**src/rtl/line_clear_ctrl.sv**
```systemverilog
// line_clear_ctrl: owns the board RAM while the game clears lines. On start
// it scans rows bottom-up, drops full rows, compacts kept rows downward and
// zero-fills the top, then pulses done with the number of lines removed.
// Ports: CLOCK_50, resetn (sync, active-low); start/busy/done/lines_cleared
// to the game FSM; mem_raddr/mem_rdata (1-cycle sync read) and
// mem_we/mem_waddr/mem_wdata to board RAM; score (16-bit).
// Optional macro LINE_CLEAR_SCORE_EN: accumulate a saturating score on done;
// when undefined, score is tied to zero.
module line_clear_ctrl #(
    parameter int ROWS  = 20,
    parameter int COLS  = 10,
    parameter int ROW_W = 5
) (
    input  logic             CLOCK_50,
    input  logic             resetn,
    input  logic             start,
    output logic             busy,
    output logic             done,
    output logic [ROW_W-1:0] lines_cleared,
    output logic [ROW_W-1:0] mem_raddr,
    input  logic [COLS-1:0]  mem_rdata,
    output logic             mem_we,
    output logic [ROW_W-1:0] mem_waddr,
    output logic [COLS-1:0]  mem_wdata,
    output logic [15:0]      score
);

    typedef enum logic [2:0] {
        S_IDLE,
        S_RD,
        S_EV,
        S_FILL,
        S_DONE
    } state_t;

    localparam logic [ROW_W-1:0] LAST = ROW_W'(ROWS - 1);
    localparam logic [ROW_W-1:0] MAXC = ROW_W'(ROWS);

    state_t           state_q, state_d;
    logic [ROW_W-1:0] rd_row_q, rd_row_d;
    logic [ROW_W-1:0] wr_row_q, wr_row_d;
    logic [ROW_W-1:0] cnt_q, cnt_d;
    logic [ROW_W-1:0] fill_rem_q, fill_rem_d;
    logic [ROW_W-1:0] raddr_q, raddr_d;
    logic [ROW_W-1:0] lines_q, lines_d;
    logic             busy_q, busy_d;
    logic             done_q, done_d;
    logic             we;

    always_comb begin
        state_d    = state_q;
        rd_row_d   = rd_row_q;
        wr_row_d   = wr_row_q;
        cnt_d      = cnt_q;
        fill_rem_d = fill_rem_q;
        raddr_d    = raddr_q;
        lines_d    = lines_q;
        busy_d     = busy_q;
        done_d     = 1'b0;
        we         = 1'b0;
        mem_waddr  = '0;
        mem_wdata  = '0;
        unique case (state_q)
            S_IDLE: begin
                if (start) begin
                    rd_row_d = LAST;
                    wr_row_d = LAST;
                    cnt_d    = '0;
                    raddr_d  = LAST;
                    busy_d   = 1'b1;
                    state_d  = S_RD;
                end
            end
            S_RD: begin
                state_d = S_EV;
            end
            S_EV: begin
                if (&mem_rdata) begin
                    if (cnt_q != MAXC) cnt_d = cnt_q + 1'b1;
                end else begin
                    // kept row: always rewritten, even in place
                    we        = 1'b1;
                    mem_waddr = wr_row_q;
                    mem_wdata = mem_rdata;
                    wr_row_d  = wr_row_q - 1'b1;
                end
                if (rd_row_q == '0) begin
                    fill_rem_d = cnt_d;
                    state_d    = S_FILL;
                end else begin
                    rd_row_d = rd_row_q - 1'b1;
                    raddr_d  = rd_row_q - 1'b1;
                    state_d  = S_RD;
                end
            end
            S_FILL: begin
                if (fill_rem_q != '0) begin
                    we         = 1'b1;
                    mem_waddr  = wr_row_q;
                    wr_row_d   = wr_row_q - 1'b1;
                    fill_rem_d = fill_rem_q - 1'b1;
                end else begin
                    done_d  = 1'b1;
                    busy_d  = 1'b0;
                    lines_d = cnt_q;
                    state_d = S_DONE;
                end
            end
            S_DONE: begin
                state_d = S_IDLE;
            end
        endcase
    end

    always_ff @(posedge CLOCK_50) begin
        if (!resetn) begin
            state_q    <= S_IDLE;
            rd_row_q   <= '0;
            wr_row_q   <= '0;
            cnt_q      <= '0;
            fill_rem_q <= '0;
            raddr_q    <= '0;
            lines_q    <= '0;
            busy_q     <= 1'b0;
            done_q     <= 1'b0;
        end else begin
            state_q    <= state_d;
            rd_row_q   <= rd_row_d;
            wr_row_q   <= wr_row_d;
            cnt_q      <= cnt_d;
            fill_rem_q <= fill_rem_d;
            raddr_q    <= raddr_d;
            lines_q    <= lines_d;
            busy_q     <= busy_d;
            done_q     <= done_d;
        end
    end

    // no RAM write may slip out while reset is held
    assign mem_we        = we & resetn;
    assign busy          = busy_q;
    assign done          = done_q;
    assign lines_cleared = lines_q;
    assign mem_raddr     = raddr_q;

`ifdef LINE_CLEAR_SCORE_EN
    logic [15:0] score_q, score_d;
    logic [15:0] bonus;
    logic [16:0] sum;

    always_comb begin
        bonus = 16'd1200;
        if (cnt_q == ROW_W'(0)) bonus = 16'd0;
        else if (cnt_q == ROW_W'(1)) bonus = 16'd40;
        else if (cnt_q == ROW_W'(2)) bonus = 16'd100;
        else if (cnt_q == ROW_W'(3)) bonus = 16'd300;
        sum     = {1'b0, score_q} + {1'b0, bonus};
        score_d = score_q;
        if (state_q == S_DONE) score_d = sum[16] ? 16'hFFFF : sum[15:0];
    end

    always_ff @(posedge CLOCK_50) begin
        if (!resetn) score_q <= '0;
        else         score_q <= score_d;
    end

    assign score = score_q;
`else
    assign score = 16'd0;
`endif

endmodule

```
**config.mk**
```make
export PLATFORM = sky130hd
export DESIGN_NAME = line_clear_ctrl
export DESIGN_NICKNAME = d
export VERILOG_FILES = /design/src/rtl/line_clear_ctrl.sv
export SDC_FILE = /design/constraint.sdc
export NUM_CORES = 1
export LEC_CHECK = 0
export ABC_AREA = 1
export ABC_CLOCK_PERIOD_IN_PS = 1420
export CAP_MARGIN = 0
export CORE_AREA = 2 2 75 77
export DETAILED_ROUTE_END_ITERATION = 8
export DIE_AREA = 0 0 77 79
export PLACE_DENSITY = 0.66
export SLEW_MARGIN = 15
export SYNTH_ARGS = -nofsm -noshare
export SYNTH_HDL_FRONTEND = slang
export SYNTH_SLANG_ARGS = --single-unit
export TNS_END_PERCENT = 50
```
**constraint.sdc**
```tcl
create_clock -name CLOCK_50 -period 1.42 [get_ports CLOCK_50]
set_input_delay 0.355 -clock CLOCK_50 [delete_from_list [all_inputs] [get_ports CLOCK_50]]
set_output_delay 0.355 -clock CLOCK_50 [all_outputs]
set_load 0.005 [all_outputs]
```
---- Yosys cells after proc, flatten, opt, wreduce, memory -nomap -nowiden ----
Cells that the tools add are included.
storage, ports and cells
  register bits after elaboration ......... 30
  latch bits .............................. 0
  RAM bits ................................ 0
  ROM bits ................................ 0
  input port bits ......................... 13
  output and inout bits ................... 44
  word-level logic and storage cells ...... 70
  memories ................................ 0
operators by class
  add/subtract/negate cells ............... 4
  multiply operators ...................... 0
  div/mod/pow operators ................... 0
  order comparisons ....................... 0
  eq/ne operators ......................... 11
  shifts and indexed selects .............. 0
  mux-type cells .......................... 29
  bitwise gates (word level) .............. 2
  reduce and logical (&&, ||, !) cells .... 16
operator list
  cell                                                                count
  5-bit 2-to-1 mux                                                    11
  5-bit case mux with 2 select lines                                  4
  10-bit 2-to-1 mux                                                   2
  3-bit case mux with 5 select lines                                  1
  5-bit case mux with 3 select lines                                  1
  5-bit by 1-bit subtractor with 5-bit output, second input constant  3
  2-bit != test, second input constant                                6
  10-bit AND reduction                                                1
  3-bit AND reduction                                                 3
  2-bit AND reduction                                                 4
  3-bit by 2-bit == test with 1-bit output, second input constant     2
  3-bit 2-to-1 mux                                                    2
  2-bit nonzero test                                                  3
  5-bit by 1-bit adder with 5-bit output, second input constant       1
  5-bit zero test                                                     1
  1-bit 2-to-1 mux                                                    5
  5-bit != test, second input constant                                1
  5-bit nonzero test                                                  1
  1-bit case mux with 2 select lines                                  2
  4-bit AND reduction                                                 1
  3-bit by 1-bit == test with 1-bit output, second input constant     1
  3-bit == test, second input constant                                1
  3-bit zero test                                                     1
  3-bit nonzero test                                                  1
  other kinds (3)                                                     3

---- Depth between registers and ports, before layout ----
  word-level depth ........................ 5
  gate-level depth with buffers ........... 11
  mapped depth without buffers ............ 11

---- Worst setup path after synthesis ----
No wires, ideal clock.
  path type ............................... flip-flop to output port
  start point ............................. reg fill_rem_q[0]
  end point ............................... out mem_waddr[1]
  arrival ................................. 1.183 ns
  data required time ...................... 1.065 ns
  slack ................................... -0.118 ns
  stages on the path, launching flop included .. 8
  buffers on the path ..................... 0
  path through ............................ dfxtp_1 -> inv_1 -> ha_1 -> nand3b_1 -> nand2_1 -> nand2_1 -> inv_1 -> nor2_1
on the way
  cells in the longest elaborated chain, start to end .. 3
ends and longest elaborated chain
  item                                line  RTL
  from (decl)                         43    logic [ROW_W-1:0] fill_rem_q, fill_rem_d;
  from (signal assigned)              131   fill_rem_q <= fill_rem_d;
  5-bit nonzero test                  97    if (fill_rem_q != '0) begin
  5-bit 2-to-1 mux                    97
  5-bit case mux with 2 select lines  63    unique case (state_q)
  to (decl)                           23    output logic [ROW_W-1:0] mem_waddr,
Every way passes these cells.

---- Final worst setup path ----
  start point ............................. reg state_q[2]
  end point ............................... out mem_we
on the way
  cells in the longest elaborated chain, start to end .. 3
  elaborated cells between the ends (all ways) .. 4
  classes of those cells .................. 2 x eq/ne; 1 x mux; 1 x bitwise
ends and longest elaborated chain
  item                                      line  RTL
  from (decl)                               39    state_t state_q, state_d;
  from (signal assigned)                    127   state_q <= state_d;
  3-bit by 2-bit == test with 1-bit output  63
  1-bit case mux with 2 select lines *      63
  1-bit bitwise AND *                       140   assign mem_we = we & resetn;
  to (decl)                                 22    output logic mem_we,
Every way passes the cells marked *; elsewhere a longest branch is shown, timed or not.

==> impl_metrics.env <==
export IMPL_ys_warn_count=0
export IMPL_required_ns=1.07
export IMPL_vdd_drop_max_uv=567
export IMPL_grt_start_max_net_pins=19
export IMPL_gr_usage_all_layers_pct=17.2
export IMPL_ant_nets=0
export IMPL_cp_arrival_ns=1.39
export IMPL_p_switching_uw=852
export IMPL_cp_start_kind="flip-flop"
export IMPL_clock_power_share_pct=25.2
export IMPL_crit_fanout=5
export IMPL_port_buffer_count=40
export IMPL_cts_hold_fix_buffers=0
export IMPL_setup_tns_ns=-6.39
export IMPL_area_growth_syn_to_layout_pct=52.2
export IMPL_ys_ff_latch=30
export IMPL_syn_area_per_cell_um2=6.48
export IMPL_fmax_mhz=573
export IMPL_setup_violations=32
export IMPL_drt_iter0_drc=60
export IMPL_outcome="complete, but fails checks"
export IMPL_clkSinkCount=30
export IMPL_dpl_hpwl_mm=3.64
export IMPL_grt_antenna_before_repair=0
export IMPL_synth_cell_type_count=27
export IMPL_antenna_cells=0
export IMPL_grt_remaining_overflow=0
export IMPL_grt_pass1_wl_mm=8.34
export IMPL_die_width_um=77
export IMPL_finish_instance_area_um2=2850
export IMPL_gp_congestion=0.815
export IMPL_start_util_pct=35.1
export IMPL_die_h_um=79
export IMPL_power_per_cell_area_nw_per_um2=894
export IMPL_p_int_uw=1700
export IMPL_ys_seq_area_share_pct=32.1
export IMPL_finalCritPeriodShare_pct=123
export IMPL_layout_cells_non_filler=454
export IMPL_first_global_vias=1908
export IMPL_syn_inst=289
export IMPL_coreArea_um2=5340
export IMPL_place_area_um2=2580
export IMPL_drcViolationCount=0
export IMPL_wl_mm=5.14
export IMPL_ctsRootBufferMaster="clkbuf_8"
export IMPL_htreeDepth=2
export IMPL_cts_clk_slew_worst_paths_ns=0.06
export IMPL_worstSetupPathType="flip-flop to output port"
export IMPL_num_rows=27
export IMPL_hold_path_class="flip-flop to flip-flop"
export IMPL_cts_buffer_depth=2
export IMPL_nets=400
export IMPL_drv_slew=0
export IMPL_dp_cells=433
export IMPL_rsz0062_at_grt="true"
export IMPL_ioPinCount=57
export IMPL_seq_power_share_pct=38.0
export IMPL_violations="negative setup slack"
export IMPL_wire_per_inst_um=11.3
export IMPL_fin_worst_skew_ns=0.00561
export IMPL_detail_route_vias_per_cell=4.43
export IMPL_combPwrFrac_pct=36.9
export IMPL_syn_area_um2=1870
export IMPL_final_hold_viol_count=0
export IMPL_final_util_pct=53.4
export IMPL_worstSetupEndpointType="output port"
export IMPL_fp_dieArea_um2=6080
export IMPL_vias=2011
export IMPL_cap_viol_max_count=0
export IMPL_cts_buffers_inserted=5
export IMPL_swShare_pct=33.4
export IMPL_post_route_min_period_ns=1.75
export IMPL_drt_pass1_iterations=4
export IMPL_clk_latency_ns=0.28
export IMPL_power_leakage_uw=0.00148
export IMPL_fin_ws_ns=-0.326
export IMPL_cts_tree="done"
export IMPL_timing_hold_ws_ns=0.483
export IMPL_drive_gt1_share_pct=34.8
through the flow:
stage / worst slack (ns) / total power (uW)
floorplan: -0.0151 / 1450
global placement: -0.827 / 1760
detailed placement: -0.835 / 1780
CTS: -0.298 / 2470
global route: -0.398 / 2730
finish: -0.326 / 2550
routing by layer:
metal  share of wire, %  track usage [%]  routed length, um  vias up
li1                   -                -                  -     1055
met1                 44             20.0               2250      906
met2                 51             31.0               2610       41
met3                3.4             3.41                175        9
met4                2.0             6.96                102        0
met5                  0                0                  0        -
cell usage after synthesis, drive strengths merged:
cell type  count  area share, %
buf           19            7.6
nand2         80             18
o21ai         16            4.3
clkbuf         2           0.40
a21oi         25            6.7
xor2           3            1.4
clkinv         1           0.20
a211oi         1           0.40
nand3b         3            1.2
o21bai         1           0.40
nand3         14            4.3
inv           38            7.8
nor2          45             10
dfxtp         30             32
xnor2          2           0.94
ha             5            3.3
nand4          3            1.0
conb           1           0.20
registers in the layout (all words and copies together), names as in the netlist:
name / cells
mem_raddr: 5
done: 1
busy: 1
fill_rem_q: 5
wr_row_q: 5
cnt_q: 5
lines_cleared: 5
state_q: 3
timing repair:
item | 4_1_cts | 5_1_grt
endpoints found under the setup margin | 42 | 44
setup buffers | 16 | 3
pin swaps | 17 | 16
cloned | 1 | 0
gates resized for setup | 119 | 42
area by class of cell:
| type | count | area (um2) |
|---|---|---|
| Clock buffer | 7 | 76.3 |
| Inverter | 39 | 159 |
| Fill cell | 533 | 2490 |
| Timing Repair Buffer | 92 | 727 |
| Sequential cell | 30 | 611 |
| Multi-Input combinational cell | 214 | 1190 |
| Tap cell | 72 | 90.1 |
worst paths after layout:
| path | startpoint | endpoint | slack, ns | cells past startpoint |
|---|---|---|---|---|
| setup / recovery | state_q[2] | mem_we | -0.33 | 9 |
| hold / removal | mem_raddr[1] | mem_raddr[1] | 0.48 | 2 |
| setup reg to reg | state_q[2] | lines_cleared[2] | -0.18 | 12 |
| hold reg to reg | mem_raddr[1] | mem_raddr[1] | 0.48 | 2 |
power groups by stage:
stage,clock [uW],combinational [uW],sequential (uW)
after CTS,656,849,960
final,641,939,967
after floorplan,0,477,973
after detailed placement,0,805,972
after global routing,720,1040,976
after global placement,0,786,970
layout by cell type (no fill, tap or decap), types with 11 or more instances in the layout:
cell type      instances
nand3_1               11
inv_1                 27
conb_1                16
buf_4                 42
o21ai_0               11
dlygate4sd2_1         16
dfxtp_1               22
nor2_1                31
a21oi_1               20
nand2_1               65
buf_2                 16
kinds of logic (layout without fill, tap and decap cells):
family / after synthesis / after routing / synth area share (%)
AO/OA/AOI/OAI: 43 / 43 / 11.8
buffers and inverters: 60 / 138 / 15.9
XOR/XNOR: 5 / 5 / 2.34
other: 1 / 16 / 0.200
flip-flops: 30 / 30 / 32.1
adder cells (fa/ha/maj): 5 / 5 / 3.34
AND/OR/NAND/NOR: 145 / 145 / 34.4
critical path, stage by stage (launching register included):
cell     delay, ns
dfxtp_2       0.32
inv_2         0.07
buf_6         0.10
nand2_4       0.05
nor2_4        0.14
nand2_4       0.09
nand2_8       0.10
inv_8         0.04
nor2_1        0.07
buf_2         0.11
Note: power is estimated with default switching activity, not from simulation.
==> RTL change, RTL diff (config.mk and constraints unchanged) <==
`raddr_q` no longer has a reset.
--- a/src/rtl/line_clear_ctrl.sv
+++ b/src/rtl/line_clear_ctrl.sv
@@ -119,7 +119,6 @@
             wr_row_q   <= '0;
             cnt_q      <= '0;
             fill_rem_q <= '0;
-            raddr_q    <= '0;
             lines_q    <= '0;
             busy_q     <= 1'b0;
             done_q     <= 1'b0;
@@ -129,11 +128,14 @@
             wr_row_q   <= wr_row_d;
             cnt_q      <= cnt_d;
             fill_rem_q <= fill_rem_d;
-            raddr_q    <= raddr_d;
             lines_q    <= lines_d;
             busy_q     <= busy_d;
             done_q     <= done_d;
         end
+    end
+
+    always_ff @(posedge CLOCK_50) begin
+        raddr_q <= raddr_d;
     end
 
     // no RAM write may slip out while reset is held
Check against the original RTL: not equivalent (a bounded check fails within 4 cycles, from zero or initial values and one cycle with resetn low).
==> RTL change against the original RTL <==
  * Highest routed layer unchanged
  * Wire length increased by 16%
  * Synthesized area up 8.7%
  * Clock power grew 41%
  * Cell area increased by 14%
  * The flow still finishes with violations (negative setup slack)
  * Setup slack worse by 60 ps
  * Via count rose by 10%
  * Sequential cell count rose by 5
  * Utilization rose by 7.2 points
  * Total power increased by 34%
==> RTL change: results (changes against the original RTL) <==
Routing
The final wirelength is 5.99 mm (+16%). The via total after detailed routing was 2215 (+10%). The met3 wire length is 259 um (+48%). The routed length on met2 is 2.99 mm (+14%).

Global routing
The number of global-route vias before repair is 2029 (+6.3%). The global-route met1 utilization is 0.221 (+0.0205). The met2 track demand over resource is 0.331 (+0.0211). The global routing usage summed across all routing layers was 0.187 (+0.0148).

Power
The total leakage power came to 1.57 nW (+6.0%).

Timing
The number of setup violations in the final report is 37 (+16%). The worst setup margin is -386 ps (-60.0 ps). The post-route setup TNS is -6480 ps (-90.5 ps).

Placed design
The total half-perimeter wirelength after legalization and detailed placement was 3.70 mm (+1.8%). The cell area reported after detailed placement was 2740 um2 (+6.2%). The worst setup slack before clock tree synthesis is -947 ps (-112 ps).

Clocking
The clock latency of the later-clocked register in the worst-skew pair is 310 ps (+30 ps). The clock sink count is 35 (+17%).

Outcome
The final reports fail on negative setup slack. The run finished, with violations left.

Synthesis
Sorting the synthesized cells by area gives the leading types as sky130_fd_sc_hd__dfxtp_1, sky130_fd_sc_hd__nand2_1, sky130_fd_sc_hd__inv_1. The sequential share of the synthesized area is 0.369 (+0.0481). The count of different cell masters after synthesis was 28 (+3.7%). The commonest cells after synthesis are sky130_fd_sc_hd__nand2_1, sky130_fd_sc_hd__inv_1, sky130_fd_sc_hd__nor2_1.

The post-synthesis instance area was 2030 um2 (+8.7%). The number of flops mapped to enable cells by yosys is 5 (+5).

Finish
The sequential cell area is 762 um2 (+25%). The post-route non-filler standard cell count is 477 (+5.1%). The non-clock inverter total of the final layout is 47 (+21%). The filler cell count in the final layout is 480 (-9.9%). From synthesis to final layout, the design area changed by 59.0%. The layout net count is 422 (+5.5%).

Hold path
The startpoint of the worst hold path is busy$_SDFFE_PN0P_.

Critical path
The capturing element of the worst setup path is mem_waddr[2]. The worst reg2reg path endpoint is wr_row_q[0]$_SDFFE_PN0P_.
==> RTL change: cell count changes after synthesis, moves of 2 or more <==
cell and change:
sky130_fd_sc_hd__edfxtp_1 +5, sky130_fd_sc_hd__inv_1 +11, sky130_fd_sc_hd__nand2_1 -5, sky130_fd_sc_hd__nand2_4 -2
sky130_fd_sc_hd__nand3_1 +7, sky130_fd_sc_hd__nand3_2 -2, sky130_fd_sc_hd__nor2_2 +2
==> RTL change: logic make-up (layout without fill, tap and decap cells) <==
family | Yosys count | after routing | share of synthesized area
compound gates | 44 | 44 | 0.111
buf+inv | 68 | 155 | 0.158
simple gates | 145 | 145 | 0.307
flops | 35 | 35 | 0.369
xor+xnor | 5 | 5 | 0.0215
other cells | 1 | 16 | 0.00184
fa+ha+maj | 5 | 5 | 0.0308
==> RTL change: critical path, stage by stage (launching register included) <==
cell,delay [ps]
sky130_fd_sc_hd__dfxtp_4,370
sky130_fd_sc_hd__inv_4,60
sky130_fd_sc_hd__nand2_4,50
sky130_fd_sc_hd__nor2_4,120
sky130_fd_sc_hd__nand2_2,80
sky130_fd_sc_hd__nand2_4,90
sky130_fd_sc_hd__inv_4,50
sky130_fd_sc_hd__buf_6,110
sky130_fd_sc_hd__nor2_1,90
sky130_fd_sc_hd__buf_2,120
==> RTL change: timing repair <==
action                                  CTS  global route
hold buffers                              0             0
cloned                                    1             1
setup buffers                            18             4
endpoints found under the setup margin   51            44
resized for setup                       148            59
pin swaps                                21            15
==> RTL change: power groups by stage <==
stage               logic, W  registers [W]  clock network, W
floorplan           0.000572        0.00120                 0
global placement    0.000953        0.00119                 0
detailed placement  0.000971        0.00119                 0
CTS                  0.00113        0.00118          0.000901
global route         0.00144        0.00120          0.000960
finish               0.00132        0.00119          0.000902
